### src/rtl/dht11_leitor_if.sv
// Sensor-side bundle for dht11_leitor: start request, raw line, pad enable and results.
interface dht11_leitor_if;
    logic        iniciar;
    logic        dht_in;
    logic        dht_oe;
    logic [15:0] temp;
    logic [15:0] umidade;
    logic        pronto;
    logic        erro;
    logic        ocupado;

    modport master (
        output iniciar, dht_in,
        input  dht_oe, temp, umidade, pronto, erro, ocupado
    );

    modport slave (
        input  iniciar, dht_in,
        output dht_oe, temp, umidade, pronto, erro, ocupado
    );
endinterface

### src/rtl/dht11_leitor.sv
// DHT11 single-wire reader: start pulse, response handshake, 40-bit decode into {int,dec} words.
// Define TUSCA_DHT_CHECKSUM_EN to reject frames whose checksum byte does not match.
//
// state       | meaning
// OCIOSO      | idle, waiting for iniciar
// START_BAIXO | host holds the line low
// ESPERA_RESP | line released, waiting for sensor to pull low
// RESP_BAIXO  | sensor response low phase
// RESP_ALTO   | sensor response high phase
// BIT_BAIXO   | low preamble of a data bit
// BIT_ALTO    | high part of a data bit, length gives the value
// CHECA       | frame complete, validate and latch
module dht11_leitor #(
    parameter int CICLOS_US    = 50,
    parameter int T_START_US   = 18000,
    parameter int T_TIMEOUT_US = 200,
    parameter int T_LIMIAR_US  = 48
) (
    input  logic          clock,
    input  logic          reset,
    dht11_leitor_if.slave bus
);
    localparam int CW = $clog2(T_START_US * CICLOS_US) + 1;
    localparam logic [CW-1:0] START_FIM   = CW'(T_START_US * CICLOS_US - 1);
    localparam logic [CW-1:0] TIMEOUT_FIM = CW'(T_TIMEOUT_US * CICLOS_US - 1);
    localparam logic [CW-1:0] LIMIAR      = CW'(T_LIMIAR_US * CICLOS_US);

    typedef enum logic [2:0] {
        OCIOSO, START_BAIXO, ESPERA_RESP, RESP_BAIXO,
        RESP_ALTO, BIT_BAIXO, BIT_ALTO, CHECA
    } estado_t;

    estado_t        state_q, state_d;
    logic [1:0]     sync_q;
    logic [CW-1:0]  cnt_q, cnt_d;
    logic [5:0]     bit_cnt_q, bit_cnt_d;
    logic [39:0]    shift_q, shift_d;
    logic [15:0]    temp_q, temp_d;
    logic [15:0]    umid_q, umid_d;
    logic           pronto_q, pronto_d;
    logic           erro_q, erro_d;
    logic           s;
    logic           timeout;
    logic           frame_ok;

    assign s       = sync_q[1];
    assign timeout = (cnt_q == TIMEOUT_FIM);

`ifdef TUSCA_DHT_CHECKSUM_EN
    logic [7:0] soma;
    assign soma     = shift_q[39:32] + shift_q[31:24] + shift_q[23:16] + shift_q[15:8];
    assign frame_ok = (soma == shift_q[7:0]);
`else
    logic unused_ck;
    assign unused_ck = ^shift_q[7:0];
    assign frame_ok  = 1'b1;
`endif

    always_ff @(posedge clock) begin
        if (reset) begin
            sync_q    <= 2'b11;
            state_q   <= OCIOSO;
            cnt_q     <= '0;
            bit_cnt_q <= '0;
            shift_q   <= '0;
            temp_q    <= '0;
            umid_q    <= '0;
            pronto_q  <= 1'b0;
            erro_q    <= 1'b0;
        end else begin
            sync_q    <= {sync_q[0], bus.dht_in};
            state_q   <= state_d;
            cnt_q     <= cnt_d;
            bit_cnt_q <= bit_cnt_d;
            shift_q   <= shift_d;
            temp_q    <= temp_d;
            umid_q    <= umid_d;
            pronto_q  <= pronto_d;
            erro_q    <= erro_d;
        end
    end

    always_comb begin
        state_d   = state_q;
        bit_cnt_d = bit_cnt_q;
        shift_d   = shift_q;
        temp_d    = temp_q;
        umid_d    = umid_q;
        pronto_d  = 1'b0;
        erro_d    = 1'b0;

        case (state_q)
            OCIOSO: begin
                if (bus.iniciar) begin
                    state_d   = START_BAIXO;
                    bit_cnt_d = '0;
                end
            end
            START_BAIXO: if (cnt_q == START_FIM) state_d = ESPERA_RESP;
            ESPERA_RESP, RESP_BAIXO, RESP_ALTO, BIT_BAIXO, BIT_ALTO: begin
                // Timeout wins over an edge arriving on the same cycle.
                if (timeout) begin
                    erro_d  = 1'b1;
                    state_d = OCIOSO;
                end else begin
                    case (state_q)
                        ESPERA_RESP: if (!s) state_d = RESP_BAIXO;
                        RESP_BAIXO:  if (s)  state_d = RESP_ALTO;
                        RESP_ALTO:   if (!s) state_d = BIT_BAIXO;
                        BIT_BAIXO:   if (s)  state_d = BIT_ALTO;
                        default: begin
                            if (!s) begin
                                shift_d = {shift_q[38:0], (cnt_q > LIMIAR)};
                                if (bit_cnt_q == 6'd39) begin
                                    state_d = CHECA;
                                end else begin
                                    bit_cnt_d = bit_cnt_q + 6'd1;
                                    state_d   = BIT_BAIXO;
                                end
                            end
                        end
                    endcase
                end
            end
            CHECA: begin
                state_d = OCIOSO;
                if (frame_ok) begin
                    umid_d   = shift_q[39:24];
                    temp_d   = shift_q[23:8];
                    pronto_d = 1'b1;
                end else begin
                    erro_d = 1'b1;
                end
            end
            default: state_d = OCIOSO;
        endcase

        cnt_d = (state_d != state_q || state_q == OCIOSO) ? '0 : cnt_q + 1'b1;
    end

    assign bus.dht_oe  = (state_q == START_BAIXO);
    assign bus.ocupado = (state_q != OCIOSO);
    assign bus.temp    = temp_q;
    assign bus.umidade = umid_q;
    assign bus.pronto  = pronto_q;
    assign bus.erro    = erro_q;
endmodule

### src/flat_wrapper.sv
// flat-port wrapper written by rule: the top's interface ports become plain ports
module dht11_leitor_flat 
#(
    parameter int CICLOS_US    = 50,
    parameter int T_START_US   = 18000,
    parameter int T_TIMEOUT_US = 200,
    parameter int T_LIMIAR_US  = 48
)
  (clock, reset, bus_iniciar, bus_dht_in, bus_dht_oe, bus_temp, bus_umidade, bus_pronto, bus_erro, bus_ocupado);
  dht11_leitor_if bus_i ();
  input  logic clock;
  input  logic reset;
  input wire logic [$bits(bus_i.iniciar)-1:0] bus_iniciar;
  input wire logic [$bits(bus_i.dht_in)-1:0] bus_dht_in;
  output wire logic [$bits(bus_i.dht_oe)-1:0] bus_dht_oe;
  output wire logic [$bits(bus_i.temp)-1:0] bus_temp;
  output wire logic [$bits(bus_i.umidade)-1:0] bus_umidade;
  output wire logic [$bits(bus_i.pronto)-1:0] bus_pronto;
  output wire logic [$bits(bus_i.erro)-1:0] bus_erro;
  output wire logic [$bits(bus_i.ocupado)-1:0] bus_ocupado;
  assign bus_i.iniciar = bus_iniciar;
  assign bus_i.dht_in = bus_dht_in;
  assign bus_dht_oe = bus_i.dht_oe;
  assign bus_temp = bus_i.temp;
  assign bus_umidade = bus_i.umidade;
  assign bus_pronto = bus_i.pronto;
  assign bus_erro = bus_i.erro;
  assign bus_ocupado = bus_i.ocupado;
  dht11_leitor #(.CICLOS_US(CICLOS_US), .T_START_US(T_START_US), .T_TIMEOUT_US(T_TIMEOUT_US), .T_LIMIAR_US(T_LIMIAR_US)) u_core (.clock(clock), .reset(reset), .bus(bus_i));
endmodule
### config.mk
export PLATFORM = sky130hd
export DESIGN_NAME = dht11_leitor_flat
export DESIGN_NICKNAME = d
export VERILOG_FILES = /design/src/rtl/dht11_leitor_if.sv /design/src/rtl/dht11_leitor.sv /design/src/flat_wrapper.sv
export SDC_FILE = /design/constraint.sdc
export NUM_CORES = 1
export LEC_CHECK = 0
export BUFFER_PORTS_ARGS = -buffer_cell sky130_fd_sc_hd__buf_2
export CAP_MARGIN = 30
export CORE_MARGIN = 1.5
export CORE_UTILIZATION = 40
export DETAILED_ROUTE_END_ITERATION = 10
export PLACE_DENSITY = 0.65
export SLEW_MARGIN = 20
export SYNTH_ARGS = -nofsm -noshare
export SYNTH_HDL_FRONTEND = slang
export SYNTH_SLANG_ARGS = --single-unit
### constraint.sdc
create_clock -name clock -period 5.5 [get_ports clock]
set_input_delay 0.275 -clock clock [delete_from_list [all_inputs] [get_ports clock]]
set_output_delay 0.275 -clock clock [all_outputs]
set_load 0.02 [all_outputs]
==> results.json <==
{
  "period_minus_slack_ns": 2.37,
  "gp_congestion": 0.832,
  "wl_um": 8520,
  "drc": 0,
  "fp.dieH_um": 108,
  "grt_overflow": 0,
  "cts-root-buf": "clkbuf_8",
  "p_int_mw": 0.957,
  "met2_length_um": 3960,
  "hold_depth": 2,
  "antenna_cells": 0,
  "postCtsSetupRepairBufs": 0,
  "seqPwrFrac_pct": 60.4,
  "critPathRequiredTime_ns": 5.75,
  "port_buffers": 39,
  "place.detailed.hpwl_um": 5510,
  "grt_pass1_vias": 3254,
  "switchingPower_mw": 0.321,
  "highest_layer": "met4",
  "via_per_inst": 5.03,
  "p_clk_share_pct": 36.8,
  "yosys-top-cells-count": "163 x nand2_1, 106 x dfxtp_1, 75 x a21oi_1, 22 x clkbuf_1, 20 x nor2_1",
  "final_cells": 705,
  "path_class": "flip-flop to flip-flop",
  "synth_most_common_cell": "nand2_1",
  "leakagePower_nw": 1.66,
  "reg2regPathDepth": 8,
  "ctsResizeCount": 0,
  "postRouteAntennaNets": 0,
  "clk_pin_slew_worst_paths_ns": 0.11,
  "yosysTopAreaCell": "dfxtp_1",
  "rows": 38,
  "crit_path_end_kind": "flip-flop",
  "cp-start-kind": "flip-flop",
  "async_flop_share_pct": 0,
  "critPathMaxFanout": 21,
  "ir_drop_uv": 136,
  "worstHoldPathType": "primary input to flip-flop",
  "die_w_um": 108,
  "track_usage_pct": 15.4,
  "fin_nets": 567,
  "path_cells": "ha_1, and3_1, nand2_1, or3_4, a22oi_2, mux2i_2, buf_4, nor3b_1",
  "drive_above_1_share_pct": 16.8,
  "met3WireLength_um": 258,
  "grt_pass1_wl_um": 14600,
  "clock-sinks": 106,
  "synth_top_area_share_pct": 47.7,
  "syn-num-nets": 547,
  "dpl_cell_area_um2": 4690,
  "syn_area_per_cell_um2": 8.24,
  "pwr-share-comb_pct": 2.8,
  "yosysSeqAreaShare_pct": 47.7,
  "crit_family": "simple AND/OR/NAND/NOR gates",
  "max_cap_viol_count": 0,
  "synthesis.area_um2": 4450,
  "io-pin-count": 40,
  "dieArea_um2": 11800,
  "crit_buf_inv": 1,
  "ctsLongestPathBuffers": 2,
  "ys_warn_count": 0,
  "yosys-top-cells-area": "dfxtp_1 48%, nand2_1 14%, a21oi_1 8.4%",
  "syn_inst": 540,
  "fin_skew_ns": 0.0113,
  "grt_max_degree": 84,
  "start_util_pct": 41.1,
  "synth_edf_count": 0,
  "finalHoldViolations": 0,
  "nFillCells": 1089,
  "drtPass1Iterations": 4,
  "placed_cells": 689,
  "p_per_area_nw_per_um2": 262,
  "swShare_pct": 25.1,
  "totalNegativeSetupSlack_ns": 0,
  "syn2layout_area_growth_pct": 9.67,
  "cts_tree": "built",
  "fin_crit_sh_pct": 43.1,
  "slowest_delay_ns": 0.40,
  "slowest_stage": "dfxtp_1",
  "rsz0062_at_grt": "false",
  "worstMarginPinSlew_ns": 0.805,
  "insertion_delay_ns": 0.37,
  "postCtsHoldBufs": 0,
  "cp_num_cells": 8,
  "slew_headroom_pct": 46.4,
  "vias": 3549,
  "grt_antenna_before_repair": 0,
  "ys_seq_elements": 106,
  "max_freq_ghz": 0.422,
  "wl_met1_um": 4190,
  "synth_cell_types": 48,
  "wl_per_cell_um": 12.1,
  "coreArea_um2": 10800,
  "h-tree-depth": 3,
  "drtIter0Drc": 197,
  "numCtsBuffers": 9,
  "run_status": "finished clean",
  "fin_area_um2": 4880,
  "drv_slew": 0,
  "arrival_ns": 2.62,
  "finalSetupViolCount": 0,
  "synthFlopType": "dfxtp_1"
}
[area by class of cell]
type / count / area (um^2) / share of cell area (%)
clock inverters: 7 / 68.8 / 1.41
inverters: 8 / 30.0 / 0.615
multi-input cells: 389 / 2110 / 43.1
well taps: 140 / 175 / 3.59
repair buffers: 46 / 255 / 5.23
clock buffers: 9 / 124 / 2.54
flip-flops and latches: 106 / 2120 / 43.5
[worst reg2reg max path, cell delays in order, from the launching register on]
cell and delay [ns]:
dfxtp_1 0.40, ha_1 0.19, and3_1 0.29, nand2_1 0.11, or3_4 0.37, a22oi_2 0.22
mux2i_2 0.22, buf_4 0.37, nor3b_1 0.10
[power by group through the flow]
stage,logic (mW),clock network [mW],registers [mW]
floorplan,0.0315,0,0.787
global placement,0.0355,0,0.790
detailed placement,0.0358,0,0.790
CTS,0.0360,0.488,0.772
global route,0.0393,0.523,0.773
finish,0.0357,0.470,0.772
[cells by family (layout without fill, tap and decap cells)]
kind of cell	Yosys count	count (layout)	share of synthesized area, %
AOI/OAI and AO/OA	94	94	11.4
xor gates and xnor gates	23	23	4.53
adders and majority gates	3	3	0.843
buffers and inverters	45	70	5.29
DFF	106	106	47.7
muxes	2	2	0.478
and+or+nand+nor	267	267	29.7
[sequential cells by signal, summed over array words and instances (netlist names)]
register,count
u_core.shift_q,40
u_core.cnt_q,21
u_core.bus.temp,16
u_core.bus.umidade,16
u_core.bit_cnt_q,6
u_core.state_q,3
u_core.sync_q,2
u_core.bus.erro,1
u_core.bus.pronto,1
[layer usage]
layer / vias to the layer above / global-route usage, %
met5: - / 0
met4: 0 / 4.98
met3: 7 / 4.04
met2: 52 / 25.6
met1: 1646 / 19.5
li1: 1844 / -
[final timing paths]
path                               startpoint                     endpoint  slack, ns
hold / removal                     bus_dht_in  u_core.sync_q[0]$_SDFF_PP1_       0.12
setup / recovery   u_core.cnt_q[0]$_SDFF_PP0_  u_core.cnt_q[10]$_SDFF_PP0_       3.13
setup reg to reg   u_core.cnt_q[0]$_SDFF_PP0_  u_core.cnt_q[10]$_SDFF_PP0_       3.13
hold reg to reg   u_core.sync_q[0]$_SDFF_PP1_  u_core.sync_q[1]$_SDFF_PP1_       0.42
[metrics by stage]
stage / utilization (%) / hold WS [ns] / setup slack [ns] / power (mW)
finish: 45.0 / 0.116 / 3.13 / 1.28
global route: 45.0 / 0.0804 / 2.89 / 1.34
detailed placement: 43.2 / 0.397 / 3.14 / 0.826
CTS: 45.0 / 0.0942 / 3.12 / 1.30
floorplan: - / 0.379 / 3.35 / 0.819
global placement: 43.1 / 0.396 / 3.18 / 0.825
[placed cells by master (no fill, tap or decap), types with 2 or more instances in the layout]
| cell type | count |
|---|---|
| inv_8 | 5 |
| or3_1 | 2 |
| nor3_1 | 16 |
| a21oi_1 | 75 |
| nor2_1 | 20 |
| buf_2 | 39 |
| nand4_1 | 5 |
| xor2_1 | 9 |
| nor3b_2 | 3 |
| nor3b_1 | 5 |
| ha_1 | 3 |
| nand3_1 | 12 |
| a31oi_1 | 2 |
| and3_1 | 3 |
| nand2_1 | 163 |
| a211oi_1 | 3 |
| and2_1 | 2 |
| a22oi_1 | 2 |
| o21ai_0 | 5 |
| buf_4 | 6 |
| nor4_1 | 3 |
| or2_2 | 2 |
| nand2b_1 | 2 |
| xnor2_1 | 14 |
| nor3_2 | 18 |
| clkbuf_8 | 9 |
| inv_1 | 8 |
| dfxtp_1 | 106 |
Power figures use the tool's default switching activity.
